`config.mk`:
```
export PLATFORM = sky130hd
export DESIGN_NAME = mul4_err_sweep_ctrl_flat
export DESIGN_NICKNAME = d
export VERILOG_FILES = /design/src/rtl/mul4_err_sweep_ctrl_if.sv /design/src/rtl/mul4_err_sweep_ctrl.sv /design/src/flat_wrapper.sv
export SDC_FILE = /design/constraint.sdc
export NUM_CORES = 1
export LEC_CHECK = 0
export CAP_MARGIN = 10
export CORE_MARGIN = 1
export CORE_UTILIZATION = 25
export CTS_CLUSTER_SIZE = 16
export DETAILED_ROUTE_END_ITERATION = 10
export GPL_TIMING_DRIVEN = 0
export PLACE_DENSITY = 0.41
export RECOVER_POWER = 50
export SLEW_MARGIN = 20
export SYNTH_ARGS = -nofsm -noshare
export SYNTH_HDL_FRONTEND = slang
export SYNTH_SLANG_ARGS = --single-unit
```
`constraint.sdc`:
```
create_clock -name clk -period 5.55 [get_ports clk]
set_input_delay 1.665 -clock clk [delete_from_list [all_inputs] [get_ports clk]]
set_output_delay 1.665 -clock clk [all_outputs]
set_load 0.005 [all_outputs]
```
`src/rtl/mul4_err_sweep_ctrl_if.sv`:
```
// Signal bundle between the sweep controller, the test-control side and the multiplier under test.
interface mul4_err_sweep_ctrl_if;
  logic        start;
  logic        abort;
  logic [7:0]  dut_p;
  logic [3:0]  dut_a;
  logic [3:0]  dut_b;
  logic        busy;
  logic        done;
  logic [8:0]  err_cnt;
  logic [7:0]  max_err;
  logic [3:0]  worst_a;
  logic [3:0]  worst_b;
  logic [15:0] sum_err;

  modport master (
    output start, abort, dut_p,
    input  dut_a, dut_b, busy, done, err_cnt, max_err, worst_a, worst_b, sum_err
  );

  modport slave (
    input  start, abort, dut_p,
    output dut_a, dut_b, busy, done, err_cnt, max_err, worst_a, worst_b, sum_err
  );
endinterface

```
`src/rtl/mul4_err_sweep_ctrl.sv`:
```
// Exhaustive 4x4 multiplier error sweep: launches all 256 operand pairs (a fastest)
// and accumulates error count, max/sum of absolute error and the first worst pair.
module mul4_err_sweep_ctrl #(
  parameter int LAT = 1
) (
  input  logic clk,
  input  logic rst_n,
  mul4_err_sweep_ctrl_if.slave bus
);
  typedef enum logic [1:0] {
    IDLE  = 2'd0,
    RUN   = 2'd1,
    DRAIN = 2'd2,
    DONE  = 2'd3
  } state_t;

  state_t     state_r;
  logic [7:0] idx_r;
  logic [1:0] drain_cnt_r;
  logic [LAT-1:0] vld_r;
  logic [7:0] tag_idx_r [LAT];

  logic [7:0] exact_s;
  logic [7:0] err_s;
  logic       take_s;
  logic       go_s;
  logic       abort_s;

  function automatic logic [7:0] abs_err(input logic [7:0] p, input logic [7:0] x);
    logic signed [8:0] d;
    d = $signed({1'b0, p}) - $signed({1'b0, x});
    if (d < 9'sd0) begin
      d = -d;
    end
    return d[7:0];
  endfunction

  // The pair index travels with its valid tag; the exact product is rebuilt at the sample point.
  assign exact_s = {4'd0, tag_idx_r[LAT-1][3:0]} * {4'd0, tag_idx_r[LAT-1][7:4]};
  assign err_s   = abs_err(bus.dut_p, exact_s);
  assign abort_s = bus.abort && (state_r == RUN || state_r == DRAIN);
  assign take_s  = vld_r[LAT-1] && !abort_s;
  assign go_s    = bus.start && (state_r == IDLE || state_r == DONE);

  // Sweep FSM, launch pipeline and metric accumulation
  always_ff @(posedge clk or negedge rst_n) begin
    if (!rst_n) begin
      state_r     <= IDLE;
      idx_r       <= 8'd0;
      drain_cnt_r <= 2'd0;
      vld_r       <= '0;
      for (int s = 0; s < LAT; s++) begin
        tag_idx_r[s] <= 8'd0;
      end
      bus.dut_a   <= 4'd0;
      bus.dut_b   <= 4'd0;
      bus.busy    <= 1'b0;
      bus.done    <= 1'b0;
      bus.err_cnt <= 9'd0;
      bus.max_err <= 8'd0;
      bus.worst_a <= 4'd0;
      bus.worst_b <= 4'd0;
      bus.sum_err <= 16'd0;
    end else begin
      for (int s = LAT - 1; s > 0; s--) begin
        vld_r[s]     <= vld_r[s-1];
        tag_idx_r[s] <= tag_idx_r[s-1];
      end
      vld_r[0]     <= 1'b0;
      tag_idx_r[0] <= 8'd0;
      bus.dut_a    <= 4'd0;
      bus.dut_b    <= 4'd0;
      bus.done     <= 1'b0;

      if (take_s && err_s != 8'd0) begin
        bus.err_cnt <= bus.err_cnt + 9'd1;
        bus.sum_err <= bus.sum_err + {8'd0, err_s};
      end
      // Strictly greater keeps the earliest pair on ties
      if (take_s && err_s > bus.max_err) begin
        bus.max_err <= err_s;
        bus.worst_a <= tag_idx_r[LAT-1][3:0];
        bus.worst_b <= tag_idx_r[LAT-1][7:4];
      end

      if (go_s) begin
        state_r      <= RUN;
        bus.busy     <= 1'b1;
        idx_r        <= 8'd1;
        vld_r[0]     <= 1'b1;
        tag_idx_r[0] <= 8'd0;
        bus.err_cnt  <= 9'd0;
        bus.max_err  <= 8'd0;
        bus.worst_a  <= 4'd0;
        bus.worst_b  <= 4'd0;
        bus.sum_err  <= 16'd0;
      end else if (abort_s) begin
        state_r  <= IDLE;
        bus.busy <= 1'b0;
        vld_r    <= '0;
      end else begin
        case (state_r)
          RUN: begin
            bus.dut_a    <= idx_r[3:0];
            bus.dut_b    <= idx_r[7:4];
            vld_r[0]     <= 1'b1;
            tag_idx_r[0] <= idx_r;
            idx_r        <= idx_r + 8'd1;
            if (idx_r == 8'd255) begin
              state_r     <= DRAIN;
              drain_cnt_r <= 2'(LAT - 1);
            end
          end
          DRAIN: begin
            if (drain_cnt_r == 2'd0) begin
              state_r  <= DONE;
              bus.busy <= 1'b0;
              bus.done <= 1'b1;
            end else begin
              drain_cnt_r <= drain_cnt_r - 2'd1;
            end
          end
          DONE:    state_r <= IDLE;
          default: state_r <= IDLE;
        endcase
      end
    end
  end
endmodule

```
`src/flat_wrapper.sv`:
```
// flat-port wrapper written by rule: the top's interface ports become plain ports
module mul4_err_sweep_ctrl_flat 
#(
  parameter int LAT = 1
)
  (clk, rst_n, bus_start, bus_abort, bus_dut_p, bus_dut_a, bus_dut_b, bus_busy, bus_done, bus_err_cnt, bus_max_err, bus_worst_a, bus_worst_b, bus_sum_err);
  mul4_err_sweep_ctrl_if bus_i ();
  input  logic clk;
  input  logic rst_n;
  input wire logic [$bits(bus_i.start)-1:0] bus_start;
  input wire logic [$bits(bus_i.abort)-1:0] bus_abort;
  input wire logic [$bits(bus_i.dut_p)-1:0] bus_dut_p;
  output wire logic [$bits(bus_i.dut_a)-1:0] bus_dut_a;
  output wire logic [$bits(bus_i.dut_b)-1:0] bus_dut_b;
  output wire logic [$bits(bus_i.busy)-1:0] bus_busy;
  output wire logic [$bits(bus_i.done)-1:0] bus_done;
  output wire logic [$bits(bus_i.err_cnt)-1:0] bus_err_cnt;
  output wire logic [$bits(bus_i.max_err)-1:0] bus_max_err;
  output wire logic [$bits(bus_i.worst_a)-1:0] bus_worst_a;
  output wire logic [$bits(bus_i.worst_b)-1:0] bus_worst_b;
  output wire logic [$bits(bus_i.sum_err)-1:0] bus_sum_err;
  assign bus_i.start = bus_start;
  assign bus_i.abort = bus_abort;
  assign bus_i.dut_p = bus_dut_p;
  assign bus_dut_a = bus_i.dut_a;
  assign bus_dut_b = bus_i.dut_b;
  assign bus_busy = bus_i.busy;
  assign bus_done = bus_i.done;
  assign bus_err_cnt = bus_i.err_cnt;
  assign bus_max_err = bus_i.max_err;
  assign bus_worst_a = bus_i.worst_a;
  assign bus_worst_b = bus_i.worst_b;
  assign bus_sum_err = bus_i.sum_err;
  mul4_err_sweep_ctrl #(.LAT(LAT)) u_core (.clk(clk), .rst_n(rst_n), .bus(bus_i));
endmodule
```
==> results_dict.tcl, run 1 <==
set metrics [dict create \
    fin_cells 830 \
    portBuffers 62 \
    num_io_pins 63 \
    max-vdd-ir-drop_uv 174 \
    setup_slack_ns -0.102 \
    wire_per_inst_um 15.7 \
    die_y_um 138 \
    ant_nets 0 \
    yosys_warnings 0 \
    vias 4004 \
    grt_antenna_before_repair 0 \
    insertedDiodeCount 0 \
    fp.dieW_um 138 \
    overflow 0 \
    start_util_pct 25.6 \
    synth_nets 552 \
    std_cell_rows 49 \
    grt_pass1_vias 4139 \
    clock-sinks 64 \
    total_leakage_power_nw 2.79 \
    hold_buffers 0 \
    tns_ns -0.257 \
    grtUsageTotal_pct 14.4 \
    cts.clk_slew.worst_paths_ns 0.05 \
    drt_pre_antenna_iters 4 \
    rsz0062_at_grt "true" \
    synth_edf_count 0 \
    crit_path_end_kind "flip-flop" \
    ys_seq_area_share_pct 34.9 \
    ys_types 58 \
    cap_violations 1 \
    min-delay-path-class "flip-flop to flip-flop" \
    start_kind "input port" \
    hold_violations 0 \
    grt_pass1_wl_mm 20.9 \
    power.density_mw_per_mm2 380 \
    slowest_stage "fa_1" \
    status "finished, violations left" \
    cts_tree "done" \
    ctsRootBufferMaster "clkbuf_16" \
    h-tree-depth 3 \
    cts_buffers 9 \
    via_per_inst 4.82 \
    synth_cells 488 \
    synthToLayoutAreaGrowth_pct 43.2 \
    syn-cell-area_mm2 0.00459 \
    drive_gt1_share_pct 22.8 \
    crit_type "input port to flip-flop" \
    avgSynthCellArea_um2 9.41 \
    setup_viol 5 \
    detail_route.iter0.violations 150 \
    final_nets 660 \
    cts_buffer_depth 2 \
    ys.flop_type "dfrtp_1" \
    final_max_slew_viol_count 44 \
    gp_congestion 0.789 \
    required_ns 5.80 \
    period_share_pct 102 \
    worstMarginPinSlew_ns 2.43 \
    async_reset_ff_share_pct 100 \
    die_area_mm2 0.0189 \
    arrival_ns 5.91 \
    cp_max_fo 5 \
    cpPeakStageDelay_ns 0.52 \
    slew_headroom_pct -62.1 \
    core_region_area_mm2 0.0180 \
    dp.cells 780 \
    ys_ff_latch 64 \
    finClkSkew_ns 0.00687 \
    wl_mm 13.0 \
    fin_crit_ns 5.65 \
    drc 0 \
    fill_cells 1833 \
    crit_path_cell_trace "buf_8, clkinvlp_4, ha_4, inv_2, fa_1, inv_2, fa_2, nand2b_4, a21oi_4, o22ai_2, xnor2_2, buf_6, nor2_4, xnor2_4, ha_4, nand3_2, nand2_2, a21oi_2, o21bai_2, a31o_4, a21oi_4, or4_4, or3_1, a21oi_2" \
    place_hpwl_mm 9.37 \
    clock_latency_ns 0.33 \
    grt_max_degree 44 \
    max_freq_ghz 0.177 \
    violations "capacitance limit, slew limit, setup timing" \
]
-- cells in the final DEF, fill, tap and decap left out, types with 4 or more instances in the layout --
cell type / n
nand3_1: 10
o211ai_1: 12
nand2_1: 34
and3_1: 10
nand4_1: 6
xnor2_1: 10
buf_6: 7
buf_4: 31
a21o_1: 4
o31ai_1: 6
or3_1: 17
and2_1: 14
a21oi_2: 11
clkbuf_16: 10
dlygate4sd3_1: 4
clkbuf_1: 14
fa_1: 8
clkdlybuf4s50_1: 52
o21ai_0: 19
o41ai_1: 4
ha_4: 9
or4_1: 7
inv_1: 34
ha_1: 31
nor2_1: 26
mux2i_1: 13
inv_2: 8
clkinvlp_4: 4
dfrtp_1: 64
a21oi_1: 23
xor2_1: 4
-- power by group --
group          leakage, nW  total (mW)  internal, mW  switching (mW)
combinational         1.78        1.23         0.585           0.644
sequential           0.864       0.660         0.561          0.0985
clock                0.148       0.608         0.393           0.216
total                 2.79        2.50          1.54           0.958
-- flip-flops by register name, summed over array words and instances, names as in the netlist --
signal              flops
u_core.bus.sum_err     16
u_core.vld_r            1
u_core.bus.dut_a        3
u_core.bus.err_cnt      9
u_core.tag_idx_r        1
u_core.bus.worst_a      4
u_core.bus.dut_b        4
u_core.bus.worst_b      4
u_core.bus.busy         1
u_core.drain_cnt_r      2
u_core.idx_r            8
u_core.bus.done         1
u_core.bus.max_err      8
u_core.state_r          2
-- timing repair --
action,4_1_cts,5_1_grt
buffers inserted,21,12
cloned,0,1
gates resized for setup,45,42
pin swaps,25,31
hold endpoints to repair,0,0
setup endpoints to repair,41,37
-- synth_stat cells (all sizes together), types with 6 or more instances --
library cell | n | area share (%)
nor2 | 31 | 2.6
inv | 43 | 3.5
a21oi | 37 | 4.4
nand4 | 6 | 0.82
or3 | 20 | 2.7
fa | 10 | 4.4
clkbuf | 14 | 1.1
or4 | 8 | 1.3
and3 | 10 | 1.4
o211ai | 12 | 2.0
mux2i | 15 | 3.3
dfrtp | 64 | 35
xor2 | 9 | 2.2
o21ai | 25 | 2.9
nand2 | 35 | 2.9
and2 | 15 | 2.0
o31ai | 6 | 0.98
xnor2 | 16 | 3.4
buf | 7 | 1.3
nand3 | 11 | 1.2
ha | 42 | 11
-- final cells by class --
type	instances	area, um2	area share (%)
plain buffers	21	150	2.28
clock buffers	9	225	3.43
clock inverters	7	96.3	1.47
inverters	43	165	2.51
multi-input cells	360	3150	47.9
flip-flops and latches	64	1600	24.4
well taps	229	287	4.36
repair buffers	97	900	13.7
-- critical path: cells and delay by family --
| family | cells | cell delay [ns] |
|---|---|---|
| compound gates | 7 | 0.90 |
| fa+ha+maj | 4 | 1.32 |
| simple gates | 6 | 1.19 |
| buf+inv | 5 | 0.42 |
| xor+xnor | 2 | 0.40 |
-- path summary, 6_finish.rpt --
check,depth (start not counted),to,slack [ns],startpoint
worst max-delay path,24,u_core.bus.sum_err[15],-0.10,bus_dut_p[2]
worst min register to register,2,u_core.drain_cnt_r[1],0.49,u_core.drain_cnt_r[1]
worst max register to register,20,u_core.bus.sum_err[15],0.16,u_core.bus.dut_a[0]
worst min-delay path,2,u_core.drain_cnt_r[1],0.49,u_core.drain_cnt_r[1]
min in group asynchronous,1,u_core.state_r[0],1.55,rst_n
max in group asynchronous,2,u_core.bus.max_err[1],1.15,rst_n
-- logic make-up after synthesis --
kind of cell             synth area share (%)
flip-flops                               34.9
AND/OR/NAND/NOR                          19.0
buffers and inverters                    5.94
multiplexers                             3.27
XOR/XNOR                                 5.59
adder cells (fa/ha/maj)                  15.8
AO/OA/AOI/OAI                            15.5
-- routing by layer --
layer / global-route usage [%] / share of wire [%] / vias up
li1: - / - / 1946
met5: 0 / 0 / -
met2: 24.7 / 49 / 76
met4: 5.13 / 1.5 / 0
met3: 1.77 / 4.1 / 13
met1: 18.6 / 45 / 1969
-- per-stage QoR --
step,hold WS (ns),setup WS (ns),utilization (%),total power [mW],area (um2)
after floorplan,0.450,-0.252,-,1.30,4660
after global placement,0.471,-1.36,31.0,1.67,5570
after detailed placement,0.485,-1.41,31.1,1.69,5600
after CTS,0.498,-0.244,35.3,2.44,6330
after global routing,0.539,-0.253,36.6,2.68,6570
final,0.490,-0.102,36.6,2.50,6570
No activity file was read; power rests on OpenSTA's default activity.
==> run 2, diff against run 1 <==
Settings changed: CORE_UTILIZATION 25 to 50, PLACE_DENSITY 0.41 to 0.74.
==> run 2 against run 1 <==
Effect of this change:
- the run ends with DRC, capacitance limit, slew limit, setup timing left
- clock skew is 0.00093 ns higher
- fmax is 1.5% lower
- combinational power hardly changed
- final cell count is 14% lower
- sequential power hardly changed
==> results_dict.tcl, run 2 (synthesized netlist as in run 1, its figures left out) <==
set metrics [dict create \
    status "finished, violations left" \
    violations "DRC, capacitance limit, slew limit, setup timing" \
    grt_antenna_before_repair 0 \
    rsz0062_at_grt "true" \
    cp.buffers_inverters 5 \
    max_freq_ghz 0.174 \
    setup_viol 23 \
    cp.depth 24 \
    drc 10 \
    critPathLaunch "bus_dut_p[2]" \
    core_region_area_mm2 0.00881 \
    power.density_mw_per_mm2 372 \
    die_area_mm2 0.00957 \
    wl_mm 12.3 \
    cts.clk_slew.worst_paths_ns 0.08 \
    crit_path_end_kind "flip-flop" \
    p_int_mw 1.40 \
    cts_buffer_depth 2 \
    insertedDiodeCount 0 \
    vias 4110 \
    max-vdd-ir-drop_uv 332 \
    clock_latency_ns 0.34 \
    num_io_pins 63 \
    critPathTopFamily "adder cells" \
    ctsRootBufferMaster "clkbuf_8" \
    final_max_slew_viol_count 51 \
    hold-worst-slack_ns 0.490 \
    gp_congestion 0.833 \
    slowest_stage "fa_2" \
    start_util_pct 52.1 \
    layout_commonest_cell "dfrtp_1" \
    grt_max_degree 51 \
    fin_crit_ns 5.74 \
    arrival_ns 6.00 \
    hold_buffers 0 \
    fill_cells 659 \
    cts_tree "done" \
    slew_headroom_pct -83.7 \
    largest_reg_flops 16 \
    p_sw_share_pct 40.0 \
    crit-reg2reg-launch "u_core.bus.dut_b[3]" \
    cap_violations 1 \
    drive_gt1_share_pct 21.5 \
    finClkSkew_ns 0.00781 \
    final_util_pct 71.3 \
    required_ns 5.81 \
    p_clk_share_pct 19.5 \
    cp-endpoint "u_core.bus.sum_err[15]" \
    total_leakage_power_nw 2.73 \
    worstMarginPinSlew_ns 2.76 \
    largest_registers "u_core.bus.sum_err: 16 flops, u_core.bus.err_cnt: 9 flops" \
    grtUsageTotal_pct 25.5 \
    multi_input_area_mm2 0.00305 \
    wire_per_inst_um 17.2 \
    final_cell_mix "dfrtp_1 (64), clkdlybuf4s50_1 (57), inv_1 (40)" \
    synthToLayoutAreaGrowth_pct 36.8 \
    ant_nets 0 \
    portBuffers 62 \
    placed_cell_area_mm2 0.00544 \
    h-tree-depth 3 \
    r2r_cells 24 \
    timing.rr.end "u_core.bus.sum_err[15]" \
    via_per_inst 5.76 \
    fp.dieW_um 97.8 \
    switching_power_mw 0.934 \
    grt_pass1_vias 4120 \
    place_hpwl_mm 8.03 \
    grt_pass1_wl_mm 19.7 \
    setup_slack_ns -0.187 \
    register_area_mm2 0.00160 \
    crit_path_cell_trace "buf_8, clkinvlp_4, ha_4, inv_2, fa_2, inv_2, fa_2, nand2b_4, a21oi_4, o22ai_2, xnor2_2, buf_6, nor2_4, xnor2_4, ha_4, nand3_2, nand2_2, a21oi_2, o21bai_1, a31o_2, a21oi_4, or4_1, or3_1, a21oi_2" \
    pre_cts_slack_ns -1.43 \
    overflow 0 \
    combPwrFrac_pct 52.3 \
    min-delay-path-class "flip-flop to flip-flop" \
    final_nets 664 \
    die_y_um 97.8 \
    top_register "u_core.bus.sum_err" \
    crit_type "input port to flip-flop" \
    cp_max_fo 7 \
    stdcell_area_mm2 0.00628 \
    drt_pre_antenna_iters 7 \
    cpPeakStageDelay_ns 0.56 \
    whs_path_depth 2 \
    cts_buffers 9 \
    detail_route.iter0.violations 249 \
    pwr-share-seq_pct 28.2 \
    start_kind "input port" \
    hold_violations 0 \
    std_cell_rows 34 \
    r2r_slack_ns 0.20 \
    period_share_pct 103 \
    finalPower_mw 2.34 \
    clock-sinks 64 \
]
## run 2: cell count changes in the layout (fill, tap and decap cells not counted), moves of 3 or more
cell / before / now
inv_1: 34 / 40
clkbuf_16: 10 / 2
dlymetal6s2s_1: 3 / 0
clkbuf_8: 0 / 9
inv_2: 8 / 2
clkdlybuf4s50_1: 52 / 57
buf_4: 31 / 35
## run 2: power by group through the flow
stage	combinational, mW	sequential (mW)	clock, mW
after floorplan	0.661	0.642	0
after global placement	0.953	0.658	0
after detailed placement	0.984	0.660	0
after CTS	1.10	0.656	0.465
after global routing	1.35	0.672	0.485
final	1.22	0.659	0.455
## run 2: timing repair
action / in CTS / in global routing
setup endpoints to repair: 41 / 27
cloned: 0 / 2
pin swaps: 36 / 35
setup buffers: 23 / 14
gates resized for setup: 40 / 24
## run 2: cell type report
type | count | share of cell area (%)
plain buffers | 20 | 2.07
repair buffers | 102 | 15.4
clock inverters | 7 | 1.67
multi-input cells | 360 | 48.6
flip-flops and latches | 64 | 25.5
well taps | 108 | 2.15
clock buffers | 9 | 1.97
inverters | 43 | 2.63
## run 2: metal layers
| layer | routed length, um | GRT usage [%] | vias to the layer above |
|---|---|---|---|
| met5 | 0 | 0 | - |
| met4 | 225 | 10.1 | 0 |
| met3 | 589 | 3.44 | 21 |
| met2 | 6380 | 44.4 | 123 |
| met1 | 5080 | 32.1 | 2018 |
| li1 | - | - | 1948 |
## run 2: through the flow
step | setup TNS [ns] | cells
after global placement | -36.77 | 658
after global routing | -4.82 | 713
after floorplan | -0.666 | 488
final | -1.54 | 713
after CTS | -0.559 | 697
after detailed placement | -39.94 | 659
## run 2: worst min-delay path by stage
stage	start	to	slack, ns
2_1_floorplan	u_core.drain_cnt_r[1]	u_core.drain_cnt_r[1]	0.45
3_3_place_gp	u_core.drain_cnt_r[1]	u_core.drain_cnt_r[1]	0.47
3_5_place_dp	u_core.drain_cnt_r[1]	u_core.drain_cnt_r[1]	0.48
4_1_cts	u_core.drain_cnt_r[1]	u_core.drain_cnt_r[1]	0.50
5_1_grt	u_core.drain_cnt_r[0]	u_core.drain_cnt_r[0]	0.55
6_report	u_core.drain_cnt_r[1]	u_core.drain_cnt_r[1]	0.49
## run 2: worst register-to-register path, delay by kind of cell (launching register included)
kind            cells  cell delay, ns
buf+inv             3            0.30
simple gates        6            1.10
fa+ha+maj           5            2.01
xor+xnor            2            0.42
flops               1            0.44
compound gates      8            0.99
==> run 3, diff against run 2 <==
Settings changed: CORE_UTILIZATION 50 to 56, PLACE_DENSITY 0.74 to 0.78, REMOVE_ABC_BUFFERS from default to 1, SLEW_MARGIN 20 to 5.
Clock period 5.55 ns to 6.5 ns, I/O delays scaled along.
==> run 3 against run 2 <==
Effect of this change:
- global-route usage is 0.38 points higher
- power is 22% lower
- critical path depth is 1 lower
- non-clock buffer count fell by 48
- sequential share of layout area grew 2.7 points
- count of clock-buffer cells in the layout grew 1
- the run ends with capacitance limit, slew limit left
- combinational power is 32% lower
- utilization grew 0.99 points
- routed wire length fell by 15%
- sequential cell count unchanged
- worst hold slack gained 0.0067 ns
==> results_dict.tcl, run 3 (synthesized netlist as in run 1, its figures left out) <==
set metrics [dict create \
    fill_cells 602 \
    fin_cells 659 \
    h-tree-depth 3 \
    wl_mm 10.4 \
    crit_path_cell_trace "clkbuf_2, inv_2, ha_1, inv_1, fa_1, inv_1, fa_2, nand2b_2, a21oi_4, o22ai_2, xnor2_2, buf_4, nand2b_1, xnor2_4, ha_4, a21oi_1, o21bai_1, a21oi_1, o21bai_1, a21oi_2, or3_1, or3_1, a21oi_2" \
    wl_met3_um 391 \
    max_freq_ghz 0.159 \
    rsz0062_at_grt "false" \
    ant_nets 0 \
    min-delay-path-class "flip-flop to flip-flop" \
    placed_cell_area_mm2 0.00527 \
    cpPeakStageDelay_ns 0.57 \
    detail_route.iter0.violations 198 \
    final_max_slew_viol_count 65 \
    drc 0 \
    worstMarginPinSlew_ns 3.33 \
    final_nets 617 \
    grt_max_degree 65 \
    drt-met1-wl_mm 4.77 \
    start_util_pct 58.5 \
    tns_ns 0 \
    cp_max_fo 5 \
    status "finished, violations left" \
    cp.depth 23 \
    r2r_cells 23 \
    total_leakage_power_nw 2.56 \
    crit-reg2reg-launch "u_core.bus.dut_a[1]" \
    crit_path_end_kind "flip-flop" \
    cts_buffers 9 \
    critPathLaunch "bus_dut_p[2]" \
    die_y_um 92.5 \
    cts_buffer_depth 2 \
    crit_type "input port to flip-flop" \
    hold_violations 0 \
    largest_registers "u_core.bus.sum_err: 16 flops, u_core.bus.err_cnt: 9 flops" \
    grtUsageTotal_pct 25.9 \
    arrival_ns 6.53 \
    drt_pre_antenna_iters 4 \
    met2WireLength_mm 5.21 \
    fp.dieW_um 92.5 \
    via_per_inst 5.85 \
    wire_per_inst_um 15.8 \
    hold_buffers 0 \
    cts.clk_slew.worst_paths_ns 0.07 \
    final_cell_mix "dfrtp_1 (64), inv_1 (42), clkdlybuf4s50_1 (40)" \
    std_cell_rows 32 \
    clock_latency_ns 0.33 \
    clock-sinks 64 \
    drive_gt1_share_pct 11.8 \
    power.density_mw_per_mm2 320 \
    timing.rr.end "u_core.bus.sum_err[14]" \
    final_util_pct 72.3 \
    cts_tree "done" \
    required_ns 6.75 \
    slowest_stage "fa_1" \
    fin_crit_ns 6.28 \
    gp_congestion 0.850 \
    start_kind "input port" \
    critPathTopFamily "adder cells" \
    cp-endpoint "u_core.bus.sum_err[14]" \
    synthToLayoutAreaGrowth_pct 23.6 \
    setup_slack_ns 0.225 \
    place_hpwl_mm 7.18 \
    violations "capacitance limit, slew limit" \
    grt_pass1_wl_mm 17.6 \
    insertedDiodeCount 0 \
    setup_viol 0 \
    cp.buffers_inverters 5 \
    hold-worst-slack_ns 0.496 \
    top_layer_used "met4" \
    top_register "u_core.bus.sum_err" \
    r2r_slack_ns 0.99 \
    core_region_area_mm2 0.00785 \
    stdcell_area_mm2 0.00567 \
    dp.cells 634 \
    portBuffers 62 \
    ctsRootBufferMaster "clkbuf_8" \
    largest_reg_flops 16 \
    max-vdd-ir-drop_uv 261 \
    num_io_pins 63 \
    worstHoldStart "u_core.drain_cnt_r[1]" \
    whs_path_depth 2 \
    grt_antenna_before_repair 0 \
    finClkSkew_ns 0.0126 \
    finalPower_mw 1.81 \
    slew_headroom_pct -122 \
    die_area_mm2 0.00856 \
    grt_pass1_vias 3651 \
    overflow 0 \
    cap_violations 1 \
    vias 3852 \
    period_share_pct 96.5 \
    pre_cts_slack_ns -1.31 \
    layout_commonest_cell "dfrtp_1" \
]
[run 3: layout make-up]
class | instances | area, um2 | area share (%)
clock inverter | 5 | 104 | 1.83
clock buffer | 10 | 138 | 2.43
multi-input combinational | 361 | 2820 | 49.7
inverter | 43 | 161 | 2.85
timing repair buffer | 74 | 723 | 12.7
sequential | 64 | 1600 | 28.2
tap | 102 | 128 | 2.25
[run 3: worst min path at each step]
stage / to / slack, ns
finish: u_core.drain_cnt_r[1] / 0.50
global route: u_core.drain_cnt_r[1] / 0.54
CTS: u_core.drain_cnt_r[1] / 0.50
detailed placement: u_core.drain_cnt_r[1] / 0.48
global placement: u_core.drain_cnt_r[1] / 0.47
floorplan: u_core.drain_cnt_r[1] / 0.45
[run 3: repair_timing]
action	CTS	global route
pin swaps	3	7
endpoints found under the hold margin	0	0
gates resized for setup	11	8
setup endpoints to repair	39	23
gates cloned	1	0
buffers inserted	5	4
[run 3: per-layer routing]
layer,up-vias,GRT usage [%]
met4,0,6.90
met2,71,42.8
met1,1912,35.8
met3,6,3.45
li1,1863,-
met5,-,0
[run 3: power by group]
| part | internal, mW | switching [mW] |
|---|---|---|
| Clock | 0.264 | 0.155 |
| Combinational | 0.376 | 0.458 |
| Sequential | 0.478 | 0.0814 |
| Total | 1.12 | 0.694 |
[run 3: tightest hold or removal path: stages, from the launching register on]
cell     delay [ns]
dfrtp_1        0.35
nand2_1        0.05
o21ai_0        0.06
